**config.mk**
```make
export PLATFORM = sky130hd
export DESIGN_NAME = iob_ram_port_ctrl
export DESIGN_NICKNAME = d
export VERILOG_FILES = /design/src/rtl/iob_ram_port_ctrl.sv
export SDC_FILE = /design/constraint.sdc
export NUM_CORES = 1
export LEC_CHECK = 0
export ABC_AREA = 1
export BUFFER_PORTS_ARGS = -buffer_cell sky130_fd_sc_hd__buf_2
export CORE_MARGIN = 10
export CORE_UTILIZATION = 45
export DETAILED_ROUTE_END_ITERATION = 7
export PLACE_DENSITY = 0.93
export SLEW_MARGIN = 0
export SYNTH_ARGS = -nofsm -noshare
export SYNTH_HDL_FRONTEND = slang
export SYNTH_SLANG_ARGS = --single-unit
```
**constraint.sdc**
```tcl
create_clock -name clk -period 1.9 [get_ports clk]
set_input_delay 0.095 -clock clk [delete_from_list [all_inputs] [get_ports clk]]
set_output_delay 0.095 -clock clk [all_outputs]
set_load 0.05 [all_outputs]
```
**src/rtl/iob_ram_port_ctrl.sv**
```systemverilog
// Initiator side of one byte-enabled RAM port (1-cycle read latency, read-first RAM).
// Turns a valid/ready request channel into RAM en/we/addr/din cycles and returns read
// data on a valid/ready response channel, with an optional zero-fill after reset.
module iob_ram_port_ctrl #(
  parameter int unsigned ADDR_W     = 10,
  parameter int unsigned DATA_W     = 32,
  parameter int unsigned INIT_CLEAR = 1
) (
  input  logic                  clk,
  input  logic                  arst_n,
  input  logic                  req_valid,
  output logic                  req_ready,
  input  logic [ADDR_W-1:0]     req_addr,
  input  logic [DATA_W/8-1:0]   req_wstrb,
  input  logic [DATA_W-1:0]     req_wdata,
  output logic                  rsp_valid,
  input  logic                  rsp_ready,
  output logic [DATA_W-1:0]     rsp_rdata,
  output logic                  busy,
  output logic                  ram_en,
  output logic [DATA_W/8-1:0]   ram_we,
  output logic [ADDR_W-1:0]     ram_addr,
  output logic [DATA_W-1:0]     ram_din,
  input  logic [DATA_W-1:0]     ram_dout
);

  localparam int unsigned NB = DATA_W / 8;

  localparam logic [1:0] ST_START = 2'd0;
  localparam logic [1:0] ST_INIT  = 2'd1;
  localparam logic [1:0] ST_RUN   = 2'd2;

  localparam logic [ADDR_W-1:0] CNT_MAX = '1;

  logic [1:0]        state_q, state_d;
  logic [ADDR_W-1:0] cnt_q, cnt_d;
  logic              pending_q, pending_d;
  logic              hold_vld_q, hold_vld_d;
  logic [DATA_W-1:0] hold_q, hold_d;

  logic run;
  logic accept;
  logic rd_accept;

  // Handshake decode; the response is served straight from ram_dout in the cycle after
  // the read and from the hold register once the consumer has stalled.
  assign run       = (state_q == ST_RUN);
  assign busy      = !run;
  assign rsp_valid = pending_q | hold_vld_q;
  assign rsp_rdata = hold_vld_q ? hold_q : (pending_q ? ram_dout : '0);
  assign req_ready = run && !(rsp_valid && !rsp_ready);
  assign accept    = req_valid && req_ready;
  assign rd_accept = accept && (req_wstrb == '0);

  // Sequencing: one START cycle, optional full-depth zero fill, then RUN forever.
  always_comb begin
    state_d = state_q;
    cnt_d   = cnt_q;
    case (state_q)
      ST_START: begin
        state_d = (INIT_CLEAR != 0) ? ST_INIT : ST_RUN;
      end
      ST_INIT: begin
        cnt_d = cnt_q + ADDR_W'(1);
        if (cnt_q == CNT_MAX) begin
          state_d = ST_RUN;
        end
      end
      ST_RUN: begin
        state_d = ST_RUN;
      end
      default: begin
        state_d = ST_START;
      end
    endcase
  end

  // Response tracking: capture ram_dout only if the first response cycle is not taken.
  always_comb begin
    pending_d  = rd_accept;
    hold_vld_d = hold_vld_q;
    hold_d     = hold_q;
    if (pending_q && !rsp_ready) begin
      hold_vld_d = 1'b1;
      hold_d     = ram_dout;
    end else if (rsp_ready) begin
      hold_vld_d = 1'b0;
    end
  end

  // RAM port drive: fill pattern during INIT, accepted request in RUN, idle otherwise.
  always_comb begin
    ram_en   = 1'b0;
    ram_we   = '0;
    ram_addr = '0;
    ram_din  = '0;
    if (state_q == ST_INIT) begin
      ram_en   = 1'b1;
      ram_we   = {NB{1'b1}};
      ram_addr = cnt_q;
    end else if (accept) begin
      ram_en   = 1'b1;
      ram_we   = req_wstrb;
      ram_addr = req_addr;
      ram_din  = req_wdata;
    end
  end

  // State and datapath registers.
  always_ff @(posedge clk or negedge arst_n) begin
    if (!arst_n) begin
      state_q    <= ST_START;
      cnt_q      <= '0;
      pending_q  <= 1'b0;
      hold_vld_q <= 1'b0;
      hold_q     <= '0;
    end else begin
      state_q    <= state_d;
      cnt_q      <= cnt_d;
      pending_q  <= pending_d;
      hold_vld_q <= hold_vld_d;
      hold_q     <= hold_d;
    end
  end

endmodule

```
### Word level (Yosys, flattened, before mapping)

Index checks and enable logic that the tools add are counted.

| operators by class | value |
|---|---|
| $add $sub $neg | 1 |
| equal/unequal tests | 4 |
| multiplexer cells | 14 |
| bitwise operators | 1 |
| reduce and logical (&&, ||, !) cells | 11 |

Operators by type and width:

| operator | count |
|---|---|
| $mux W32 | 4 |
| $mux W10 | 2 |
| $add A10 B1 Y10 const B | 1 |
| $eq A10 B10 Y1 const B | 1 |
| $mux W4 | 2 |
| $pmux W2 S3 | 1 |
| $logic_and A1 B1 Y1 | 5 |
| $logic_not A4 Y1 | 1 |
| $mux W1 | 4 |
| $logic_not A1 Y1 | 3 |
| $eq A2 B1 Y1 const B | 1 |
| $eq A2 B2 Y1 const B | 1 |
| $logic_not A2 Y1 | 1 |
| $mux W2 | 1 |
| $ne A2 B2 Y1 const B | 1 |
| $reduce_bool A2 Y1 | 1 |
| $or A1 B1 Y1 | 1 |

| word-level totals | value |
|---|---|
| flip-flop bits (word level) | 46 |
| input port bits | 82 |
| output and inout port bits | 82 |
| logic and storage cells | 36 |

### Longest topological paths before layout

Gate-level depths: netlist of run 1.

| depth | value |
|---|---|
| depth in word-level cells | 7 |
| depth in mapped cells | 7 |
| depth with buffers taken out | 7 |

### Worst setup path after synthesis of run 1

No wires, ideal clock.

| path | value |
|---|---|
| path type | register to output |
| from | register state_q[1] |
| to | output port ram_addr[2] |
| arrival | 2.112 ns |
| required time | 1.805 ns |
| slack | -0.307 ns |
| stages on the path, launching flop included | 7 |
| buffers on the path | 1 |
| cells stage by stage | dfrtp_1 > inv_1 > ha_1 > inv_1 > buf_2 > nand2_1 > o21ai_0 |

| between the ends | value |
|---|---|
| cells in the longest elaborated chain, start to end | 5 |
| elaborated cells between the ends (all ways) | 6 |
| those cells by class | 2 x eq/ne; 2 x mux; 2 x reduce/logical |

RTL lines:

| what | RTL line | text |
|---|---|---|
| start: declaration | 35 | `logic [1:0] state_q, state_d;` |
| start signal: assignment | 118 | `state_q <= state_d;` |
| $eq A2 B2 Y1 | 47 | `assign run = (state_q == ST_RUN);` |
| $logic_and A1 B1 Y1 | 51 | `assign req_ready = run && !(rsp_valid && !rsp_ready);` |
| $logic_and A1 B1 Y1 | 52 | `assign accept = req_valid && req_ready;` |
| $mux W10 | 101 | `end else if (accept) begin` |
| $mux W10 (*) | 97 | `if (state_q == ST_INIT) begin` |
| end: declaration | 22 | `output logic [ADDR_W-1:0] ram_addr,` |

Every way passes the cells marked *; elsewhere a longest branch is shown, timed or not.

### Worst setup path in the final report of run 1

| path | value |
|---|---|
| from | register state_q[1] |
| to | output port ram_din[29] |

| between the ends | value |
|---|---|
| cells in the longest elaborated chain, start to end | 5 |
| elaborated cells between the ends (all ways) | 6 |
| those cells by class | 2 x eq/ne; 2 x mux; 2 x reduce/logical |

RTL lines:

| what | RTL line | text |
|---|---|---|
| $eq A2 B2 Y1 | 47 |  |
| $logic_and A1 B1 Y1 | 51 |  |
| $logic_and A1 B1 Y1 | 52 |  |
| $mux W32 | 101 |  |
| $mux W32 (*) | 97 |  |
| end: declaration | 23 | `output logic [DATA_W-1:0] ram_din,` |

Marks and branches as above.

==> results of run 1 <==
-- power groups by stage --
stage / clock [uW] / sequential, uW / combinational [uW]
floorplan: 0 / 998 / 41.5
global placement: 0 / 998 / 147
detailed placement: 0 / 998 / 153
CTS: 558 / 978 / 157
global route: 609 / 978 / 180
finish: 536 / 978 / 158
-- final timing paths --
| kind | from | endpoint | cells past startpoint |
|---|---|---|---|
| min in group asynchronous | arst_n | hold_q[30]$_DFFE_PN0P_ | 2 |
| worst max register to register | state_q[1]$_DFFE_PN0P_ | cnt_q[5]$_DFFE_PN0N_ | 7 |
| worst max-delay path | state_q[1]$_DFFE_PN0P_ | ram_din[29] | 7 |
| worst min-delay path | ram_dout[0] | hold_q[0]$_DFFE_PN0P_ | 3 |
| max in group asynchronous | arst_n | cnt_q[9]$_DFFE_PN0N_ | 3 |
| worst min register to register | cnt_q[8]$_DFFE_PN0N_ | cnt_q[8]$_DFFE_PN0N_ | 2 |
-- kinds of logic (layout without fill, tap and decap cells) --
kind of cell / Yosys count / after routing / share of synthesized area (%)
and+or+nand+nor: 159 / 159 / 26.8
adders and majority gates: 4 / 4 / 1.72
xor gates and xnor gates: 5 / 5 / 1.51
buffers and inverters: 103 / 263 / 14.9
DFF: 46 / 46 / 39.6
AOI/OAI and AO/OA: 78 / 78 / 15.1
muxes: 1 / 1 / 0.344
-- flip-flops by register name, indices dropped and copies added, names as in the netlist --
| signal | cells |
|---|---|
| cnt_q | 10 |
| hold_q | 32 |
| hold_vld_q | 1 |
| pending_q | 1 |
| state_q | 2 |
-- cell usage after synthesis, types with 2 or more instances --
| master | instances |
|---|---|
| buf_2 | 6 |
| buf_6 | 5 |
| clkbuf_1 | 9 |
| dfrtp_1 | 46 |
| ha_1 | 4 |
| inv_1 | 82 |
| nand2_1 | 100 |
| nand2_4 | 2 |
| nand3_1 | 6 |
| nand4_1 | 4 |
| nor2_1 | 8 |
| nor2_2 | 28 |
| nor2_4 | 3 |
| nor3_2 | 3 |
| o21ai_0 | 70 |
| o21ai_2 | 2 |
| o22ai_2 | 5 |
| xor2_1 | 5 |
-- cell type report --
class / count / share of cell area (%)
Multi-Input combinational cell: 247 / 33.1
Sequential cell: 46 / 28.6
Timing Repair Buffer: 173 / 26.2
Inverter: 83 / 7.81
Tap cell: 77 / 2.40
Clock buffer: 7 / 1.90
-- layer usage --
metal  global-route usage, %  part of all wire (%)
met1                    17.7                    38
met2                    29.1                    52
met3                    7.14                   8.2
met4                    4.46                   2.1
met5                       0                     0
-- through the flow --
stage	worst slack [ps]	util [%]	power [uW]	setup TNS [ps]	area [um2]
after floorplan	-164	-	1040	-491	2910
after global placement	345	59.8	1140	0	3780
after detailed placement	245	59.8	1150	0	3780
after CTS	0.401	62.2	1690	0	3930
after global routing	-56.4	63.7	1770	-657	4020
final	-13.2	63.7	1670	-14.2	4020
-- worst register-to-register path: stages, from the launching register on --
cell     delay, ps
dfrtp_1        420
inv_1          110
ha_1           210
buf_4          220
nand2_1        140
nor2_2         220
nand3_1        120
xor2_1         150
-- timing repair --
| action | 4_1_cts | 5_1_grt |
|---|---|---|
| endpoints found under the hold margin | 22 | 0 |
| hold buffers | 2 | 0 |
| setup buffers | 0 | 1 |
| pin swaps | 0 | 1 |
| setup endpoints to repair | 12 | 47 |
| cloned | 0 | 0 |
| gates resized for setup | 21 | 47 |
==> metrics.md, run 1 <==
| Metric | Value |
|---|---|
| GP Congestion | `~0.93` |
| Placed insts | `approximately 620` |
| CP Capture Type | `output pin` |
| Total number of vias | `roughly 3000` |
| Flop pwr share | `around three fifths` |
| First-pass GRT wire length | `14.0 mm` |
| Multi-input gate area | `~1300 um2` |
| Status | `finished with violations` |
| Maximum vdd drop | `around 250 uV` |
| Pwr Density | `416 nW/um2` |
| Crit share post-route | `101%` |
| Max-slew violations | `0` |
| Final cell count without fillers | `between 600 and 700` |
| Clk Latency, worst-skew pair | `about 290 ps` |
| CTS Root Cell | `clkbuf_8` |
| Total grt overflow | `0` |
| WP buf/inv | `4` |
| Syn nets | `482` |
| Flip-flop and latch area | `1150 um2` |
| Asr flop ratio synth | `100%` |
| P&R area growth vs syn | `38.3%` |
| Total of fill cells in the finished design | `524` |
| DIE HEIGHT | `roughly 100 um` |
| Final setup margin | `-13.2 ps` |
| R2R setup slack | `200 ps` |
| Starting DRC count in detailed routing | `86` |
| Mean post-synth cell area | `7.34 um2` |
| Post-Syn Area | `between 2000 and 3000 um2` |
| Max-cap viol count | `0` |
| Hold Crit Class | `input port to register` |
| Initial antenna violation count | `0` |
| Initial Util | `about 46%` |
| H-tree depth | `2` |
| Synthesized instance count | `roughly 400` |
| Slew margin rel. | `between 60% and 70%` |
| Vias in the first global route | `approximately 3000` |
| Reg clk slew, reported paths | `about 80 ps` |
| Most used DFF post-synth | `dfrtp_1` |
| Port Buf Inserts | `163` |
| Share of cells above drive strength 1 | `~40%` |
| F_max | `about 520 MHz` |
| Yosys cell types | `26` |
| Gate power share | `9.5%` |
| Yosys Warn Count | `0` |
| Std-Cell Rows | `29` |
| Failing checks | `setup timing` |
| DRT Wirelength | `between 9 and 10 mm` |
| Post-DP HPWL | `6.97 mm` |
| WHS | `roughly 70 ps` |
| Layout net count | `642` |
| CP Class | `register to output pin` |
| Antenna Cells | `0` |
| Overall Global Routing Usage | `16.6%` |
| Residual DRC | `0` |
| Synth top area cells | `dfrtp_1 40%, nand2_1 13%, o21ai_0 12%, inv_1 11%, nor2_2 6.0%` |
| Lkg Pwr | `approximately 0.0023 uW` |
| EDFF count, synth | `0` |
| Crit path arrival time | `between 1500 and 2000 ps` |
| Antenna viol nets, final | `0` |
| Sw Ratio | `between 20% and 30%` |
| CTS sink cnt | `46` |
| Hold Vio Cnt, Final | `0` |
| Slowest stage cell, crit path | `dfrtp_1` |
| Clock Path Buffers | `2` |
| Crit path max fanout | `32` |
| # IOs | `roughly 160` |
| Final setup vio count | `2` |
| CTS buffer count | `5` |
| Number of synthesized register bits | `46` |
| Commonest non-fill, non-tap cells in the layout | `120 x buf_2, 100 x nand2_1, 81 x inv_1, 46 x dfrtp_1` |
| Register area share after synthesis | `between 30% and 40%` |
| Internal power | `about 1300 uW` |
| Final worst path period need | `about 1900 ps` |
| CTS tree | `built` |
| CP required | `approximately 1800 ps` |
| Synth area leader | `dfrtp_1` |
| Total core area | `around 6300 um2` |
| Die X | `approximately 100 um` |
| Crit-path max cell delay | `about 400 ps` |
| Worst clock skew | `between 7 and 8 ps` |
| Commonest non-fill, non-tap cell in the layout | `buf_2` |
| Die area | `10100 um2` |
| DR WL/cell | `14.5 um` |
| Pin count of the biggest net entering global routing | `65` |
| 1st-pass router iterations | `4` |
| Area share of the leading cell type in the synthesized netlist | `between 30% and 40%` |
| Top Family by Delay on Critical Path | `buffers and inverters` |
| Clk network pwr share | `roughly a third` |
| Least-Margin Pin Slew | `roughly 470 ps` |
| RSZ-0062 raised after global routing | `yes` |
| CP Cell Sequence | `inv_1 -> ha_1 -> inv_2 -> nand4_4 -> buf_12 -> nor2_2 -> clkbuf_4` |
| Switching power | `approximately 370 uW` |
| DR vias/cell | `4.75` |
| CP startpoint kind | `register` |
(Power assumes the default switching activity.)
==> run 2, diff against run 1 <==
- PLACE_DENSITY: 0.93 -> 0.81
==> metrics.md, run 2 (same netlist as run 1, synthesis figures left out) <==
| Metric | Value |
|---|---|
| Die X | `100 um` |
| Setup WS pre-CTS | `approximately 280 ps` |
| Largest registers | `hold_q x32, cnt_q x10, state_q x2` |
| Crit share post-route | `97.0%` |
| Max-cap viol count | `0` |
| DR vias/cell | `about 4.7` |
| CTS buffer count | `5` |
| DR WL/cell | `13.9 um` |
| Final setup vio count | `0` |
| Antenna viol nets, final | `0` |
| Vias in the first global route | `approximately 3000` |
| Crit path arrival time | `around 1800 ps` |
| # IOs | `between 150 and 200` |
| Residual DRC | `0` |
| Overall Global Routing Usage | `between 10% and 20%` |
| Total of fill cells in the finished design | `roughly 570` |
| Hold Vio Cnt, Final | `0` |
| Total number of vias | `between 2000 and 3000` |
| Reg clk slew, reported paths | `90 ps` |
| Hold Path Depth | `3` |
| Antenna Cells | `0` |
| CP startpoint kind | `register` |
| CTS sink cnt | `46` |
| P&R area growth vs syn | `39.7%` |
| H-tree depth | `2` |
| Pin count of the biggest net entering global routing | `39` |
| Tot Pwr | `between 1500 and 2000 uW` |
| Max-slew violations | `0` |
| Crit path max fanout | `32` |
| WHS | `about 64 ps` |
| Initial Util | `46.1%` |
| Commonest non-fill, non-tap cell in the layout | `buf_2` |
| CTS tree | `built` |
| Initial antenna violation count | `0` |
| Post-DP HPWL | `roughly 6.9 mm` |
| Total core area | `6310 um2` |
| First-pass GRT wire length | `~14 mm` |
| 1st-pass router iterations | `4` |
| GP Congestion | `roughly 0.87` |
| Final setup margin | `57.7 ps` |
| Final worst path period need | `1840 ps` |
| Postcts setup bufs | `0` |
| Hold Crit Class | `input port to register` |
| Commonest non-fill, non-tap cells in the layout | `119 x buf_2, 100 x nand2_1, 81 x inv_1, 46 x dfrtp_1, 35 x o21ai_0` |
| Total grt overflow | `0` |
| Lkg Pwr | `about 0.0023 uW` |
| Slew margin rel. | `43.6%` |
| Max reg flops | `32` |
| Layout net count | `around 640` |
| Pwr Density | `between 400 and 500 nW/um2` |
| Multi-input gate area | `between 1000 and 1500 um2` |
| CP required | `~1800 ps` |
| Clk Latency, worst-skew pair | `between 200 and 300 ps` |
| Top reg by flops | `hold_q` |
| Share of cells above drive strength 1 | `approximately 41%` |
| DRT Wirelength | `about 8.8 mm` |
| Status | `complete, no violations` |
| Worst reg2reg path depth | `7` |
| Post-DP Area | `approximately 3800 um2` |
| Least-Margin Pin Slew | `~850 ps` |
| CTS Root Cell | `clkbuf_8` |
| Setup tns final | `0 ps` |
| Port Buf Inserts | `between 150 and 200` |
| Flip-flop and latch area | `1150 um2` |
| CP Class | `register to output pin` |
| DIE HEIGHT | `100 um` |
| Clock Path Buffers | `2` |
| Starting DRC count in detailed routing | `126` |
| Finished Cell Area | `approximately 4100 um2` |
| Worst clock skew | `approximately 5.3 ps` |
| F_max | `between 500 and 600 MHz` |
| CP Capture Type | `output pin` |
| RSZ-0062 raised after global routing | `yes` |
| Die area | `roughly 10000 um2` |
| Std-Cell Rows | `29` |
| Maximum vdd drop | `roughly 320 uV` |
## run 2: changes by cell type in the layout (fill, tap and decap cells not counted)
cell and change:
clkbuf_4 +10, buf_4 -8, buf_2 -1, buf_6 -1, bufinv_16 +1, clkbuf_1 -1, clkinvlp_4 +1, nand3_2 +1
nor2_1 +1, nor2_4 -1, o21ai_0 -1, o21ai_2 +1
## run 2: path summary, 6_finish.rpt
path                                         from                     end  slack (ps)
min                                   ram_dout[9]   hold_q[9]$_DFFE_PN0P_          60
min reg2reg                hold_q[27]$_DFFE_PN0P_  hold_q[27]$_DFFE_PN0P_         490
max in group asynchronous                  arst_n   hold_q[0]$_DFFE_PN0P_         800
min in group asynchronous                  arst_n  hold_q[13]$_DFFE_PN0P_         440
max reg2reg                state_q[1]$_DFFE_PN0P_    cnt_q[5]$_DFFE_PN0N_         240
max                        state_q[0]$_DFFE_PN0P_             ram_din[28]          60
## run 2: what timing repair did
action	CTS	global route
cloned	0	1
endpoints found under the hold margin	38	0
hold buffers	2	0
endpoints found under the setup margin	14	47
gates resized for setup	14	51
pin swaps	0	1
## run 2: per-layer routing
| metal | global-route usage, % | up-vias | wire [um] |
|---|---|---|---|
| met5 | 0 | - | 0 |
| met4 | 4.35 | 0 | 156 |
| met3 | 6.18 | 18 | 716 |
| met2 | 27.9 | 99 | 4640 |
| met1 | 19.2 | 1351 | 3330 |
| li1 | - | 1522 | - |
## run 2: worst max-delay path, cell delays in order (launching register included)
cell and delay [ps]:
dfrtp_1 400, inv_1 100, ha_2 290, nand4_4 130
buf_12 200, nor2_2 90, clkbuf_4 230
## run 2: layout make-up
cell class | instances | share of cell area [%]
Multi-Input combinational cell | 248 | 33.0
Sequential cell | 46 | 28.3
Timing Repair Buffer | 173 | 25.9
Inverter | 83 | 7.73
Tap cell | 77 | 2.37
Clock buffer | 6 | 1.79
Clock inverter | 2 | 0.924
## run 2: metrics by stage
stage / cells / util (%)
after floorplan: 396 / -
after global placement: 624 / 59.9
final: 635 / 64.3
after CTS: 634 / 62.6
after global routing: 635 / 64.3
after detailed placement: 624 / 59.9
## run 2: where the power goes
part / internal (uW) / leakage (uW) / switching (uW)
registers: 978 / 0.000628 / 0
clock network: 393 / 0.0000514 / 329
logic: 73.3 / 0.00162 / 81.5
total: 1440 / 0.00230 / 411
==> run 3, diff against run 2 <==
- RECOVER_POWER: unset -> 100
==> metrics.md, run 3 (same netlist as run 1, synthesis figures left out) <==
| Metric | Value |
|---|---|
| Status | `complete, no violations` |
| # IOs | `164` |
| Clk Latency, worst-skew pair | `~290 ps` |
| Overall Global Routing Usage | `~17%` |
| Antenna viol nets, final | `0` |
| F_max | `around 540 MHz` |
| Final worst path period need | `~1800 ps` |
| Std-Cell Rows | `29` |
| Vias in the first global route | `2986` |
| First-pass GRT wire length | `14.1 mm` |
| Crit path max fanout | `32` |
| Share of cells above drive strength 1 | `between 40 and 50%` |
| DIE HEIGHT | `roughly 100 um` |
| Total number of vias | `2999` |
| CTS sink cnt | `between 40 and 50` |
| DRT Wirelength | `between 8 and 9 mm` |
| Die area | `10100 um2` |
| Starting DRC count in detailed routing | `146` |
| Pin count of the biggest net entering global routing | `39` |
| Worst reg2reg path depth | `7` |
| Hold Vio Cnt, Final | `0` |
| CP required | `about 1800 ps` |
| Slew margin rel. | `a little under two fifths` |
| P&R area growth vs syn | `39.0%` |
| Setup WS pre-CTS | `~280 ps` |
| Worst clock skew | `between 6 and 7 ps` |
| Initial antenna violation count | `0` |
| Largest registers | `hold_q x32, cnt_q x10, state_q x2` |
| Final setup vio count | `0` |
| Residual DRC | `0` |
| CP startpoint kind | `register` |
| Hold Path Depth | `3` |
| Max-slew violations | `0` |
| Max reg flops | `32` |
| Least-Margin Pin Slew | `935 ps` |
| GP Congestion | `just under 0.9` |
| CTS tree | `built` |
| Commonest non-fill, non-tap cells in the layout | `117 x buf_2, 100 x nand2_1, 81 x inv_1, 46 x dfrtp_1, 35 x o21ai_0` |
| Port Buf Inserts | `about 160` |
| Crit share post-route | `a little over nine tenths` |
| H-tree depth | `2` |
| Crit path arrival time | `about 1800 ps` |
| Layout net count | `approximately 640` |
| Die X | `approximately 100 um` |
| 1st-pass router iterations | `4` |
| Lkg Pwr | `~0.0023 uW` |
| Placed insts | `roughly 620` |
| Post-DP Area | `between 3000 and 4000 um2` |
| Commonest non-fill, non-tap cell in the layout | `buf_2` |
| Max-cap viol count | `0` |
| Finished Cell Area | `a little over 4000 um2` |
| RSZ-0062 raised after global routing | `yes` |
| CP Capture Type | `output pin` |
| Initial Util | `roughly 46%` |
| DR vias/cell | `roughly 4.7` |
| Clock Path Buffers | `2` |
| Antenna Cells | `0` |
| Pwr Density | `between 400 and 500 nW/um2` |
| Maximum vdd drop | `317 uV` |
| Total grt overflow | `0` |
| Total of fill cells in the finished design | `approximately 570` |
| Hold Crit Class | `input port to register` |
| CTS buffer count | `5` |
| CP Class | `register to output pin` |
| Total core area | `roughly 6300 um2` |
| Top reg by flops | `hold_q` |
| Setup tns final | `0 ps` |
| Final cell count without fillers | `between 600 and 700` |
| Post-DP HPWL | `between 6 and 7 mm` |
| CTS Root Cell | `clkbuf_8` |
| Final setup margin | `just under 60 ps` |
| DR WL/cell | `about 14 um` |
| Reg clk slew, reported paths | `approximately 90 ps` |
==> run 3: area by class of cell <==
class	count	area [um2]	area share, %
clock inverter	2	37.5	0.929
multi-input combinational	248	1340	33.1
tap	77	96.3	2.38
clock buffer	6	72.6	1.80
inverter	83	314	7.77
timing repair buffer	173	1030	25.5
sequential	46	1150	28.5
==> run 3: repair_timing <==
item	4_1_cts	5_1_grt
hold buffers	2	0
hold endpoints to repair	38	0
pin swaps	0	1
setup buffers	0	0
resized for setup	14	51
endpoints found under the setup margin	14	47
cloned	0	1
==> run 3: per-layer routing <==
layer  vias up  share of wire (%)  global-route usage (%)
li1       1522                  -                       -
met1      1349                 38                    19.2
met2       112                 52                    27.9
met3        16                8.1                    6.18
met4         0                1.9                    4.35
met5         -                  0                       0
==> run 3: worst paths after layout <==
| kind | startpoint | slack, ps | end |
|---|---|---|---|
| worst max-delay path | state_q[0]$_DFFE_PN0P_ | 60 | ram_din[28] |
| worst min-delay path | ram_dout[9] | 70 | hold_q[9]$_DFFE_PN0P_ |
| worst max register to register | state_q[1]$_DFFE_PN0P_ | 250 | cnt_q[5]$_DFFE_PN0N_ |
| worst min register to register | hold_q[27]$_DFFE_PN0P_ | 490 | hold_q[27]$_DFFE_PN0P_ |
| max in group asynchronous | arst_n | 500 | hold_q[0]$_DFFE_PN0P_ |
| min in group asynchronous | arst_n | 470 | hold_q[13]$_DFFE_PN0P_ |
==> run 3: worst max-delay path, stage by stage (launching register included) <==
cell	delay, ps
dfrtp_1	400
inv_1	100
ha_2	290
nand4_4	130
buf_12	200
nor2_2	100
clkbuf_4	230
==> run 3: stage by stage <==
| step | utilization (%) | hold WS, ps | power (uW) |
|---|---|---|---|
| after floorplan | - | -201 | 1040 |
| after global placement | 59.9 | 242 | 1140 |
| after detailed placement | 59.9 | 258 | 1150 |
| after CTS | 62.6 | 59.6 | 1870 |
| after global routing | 64.0 | 72.3 | 1940 |
| final | 64.0 | 65.5 | 1850 |
==> run 3: power breakdown <==
part | internal, uW | switching [uW]
Combinational | 72.4 | 81.4
Clock | 393 | 328
Sequential | 978 | 0
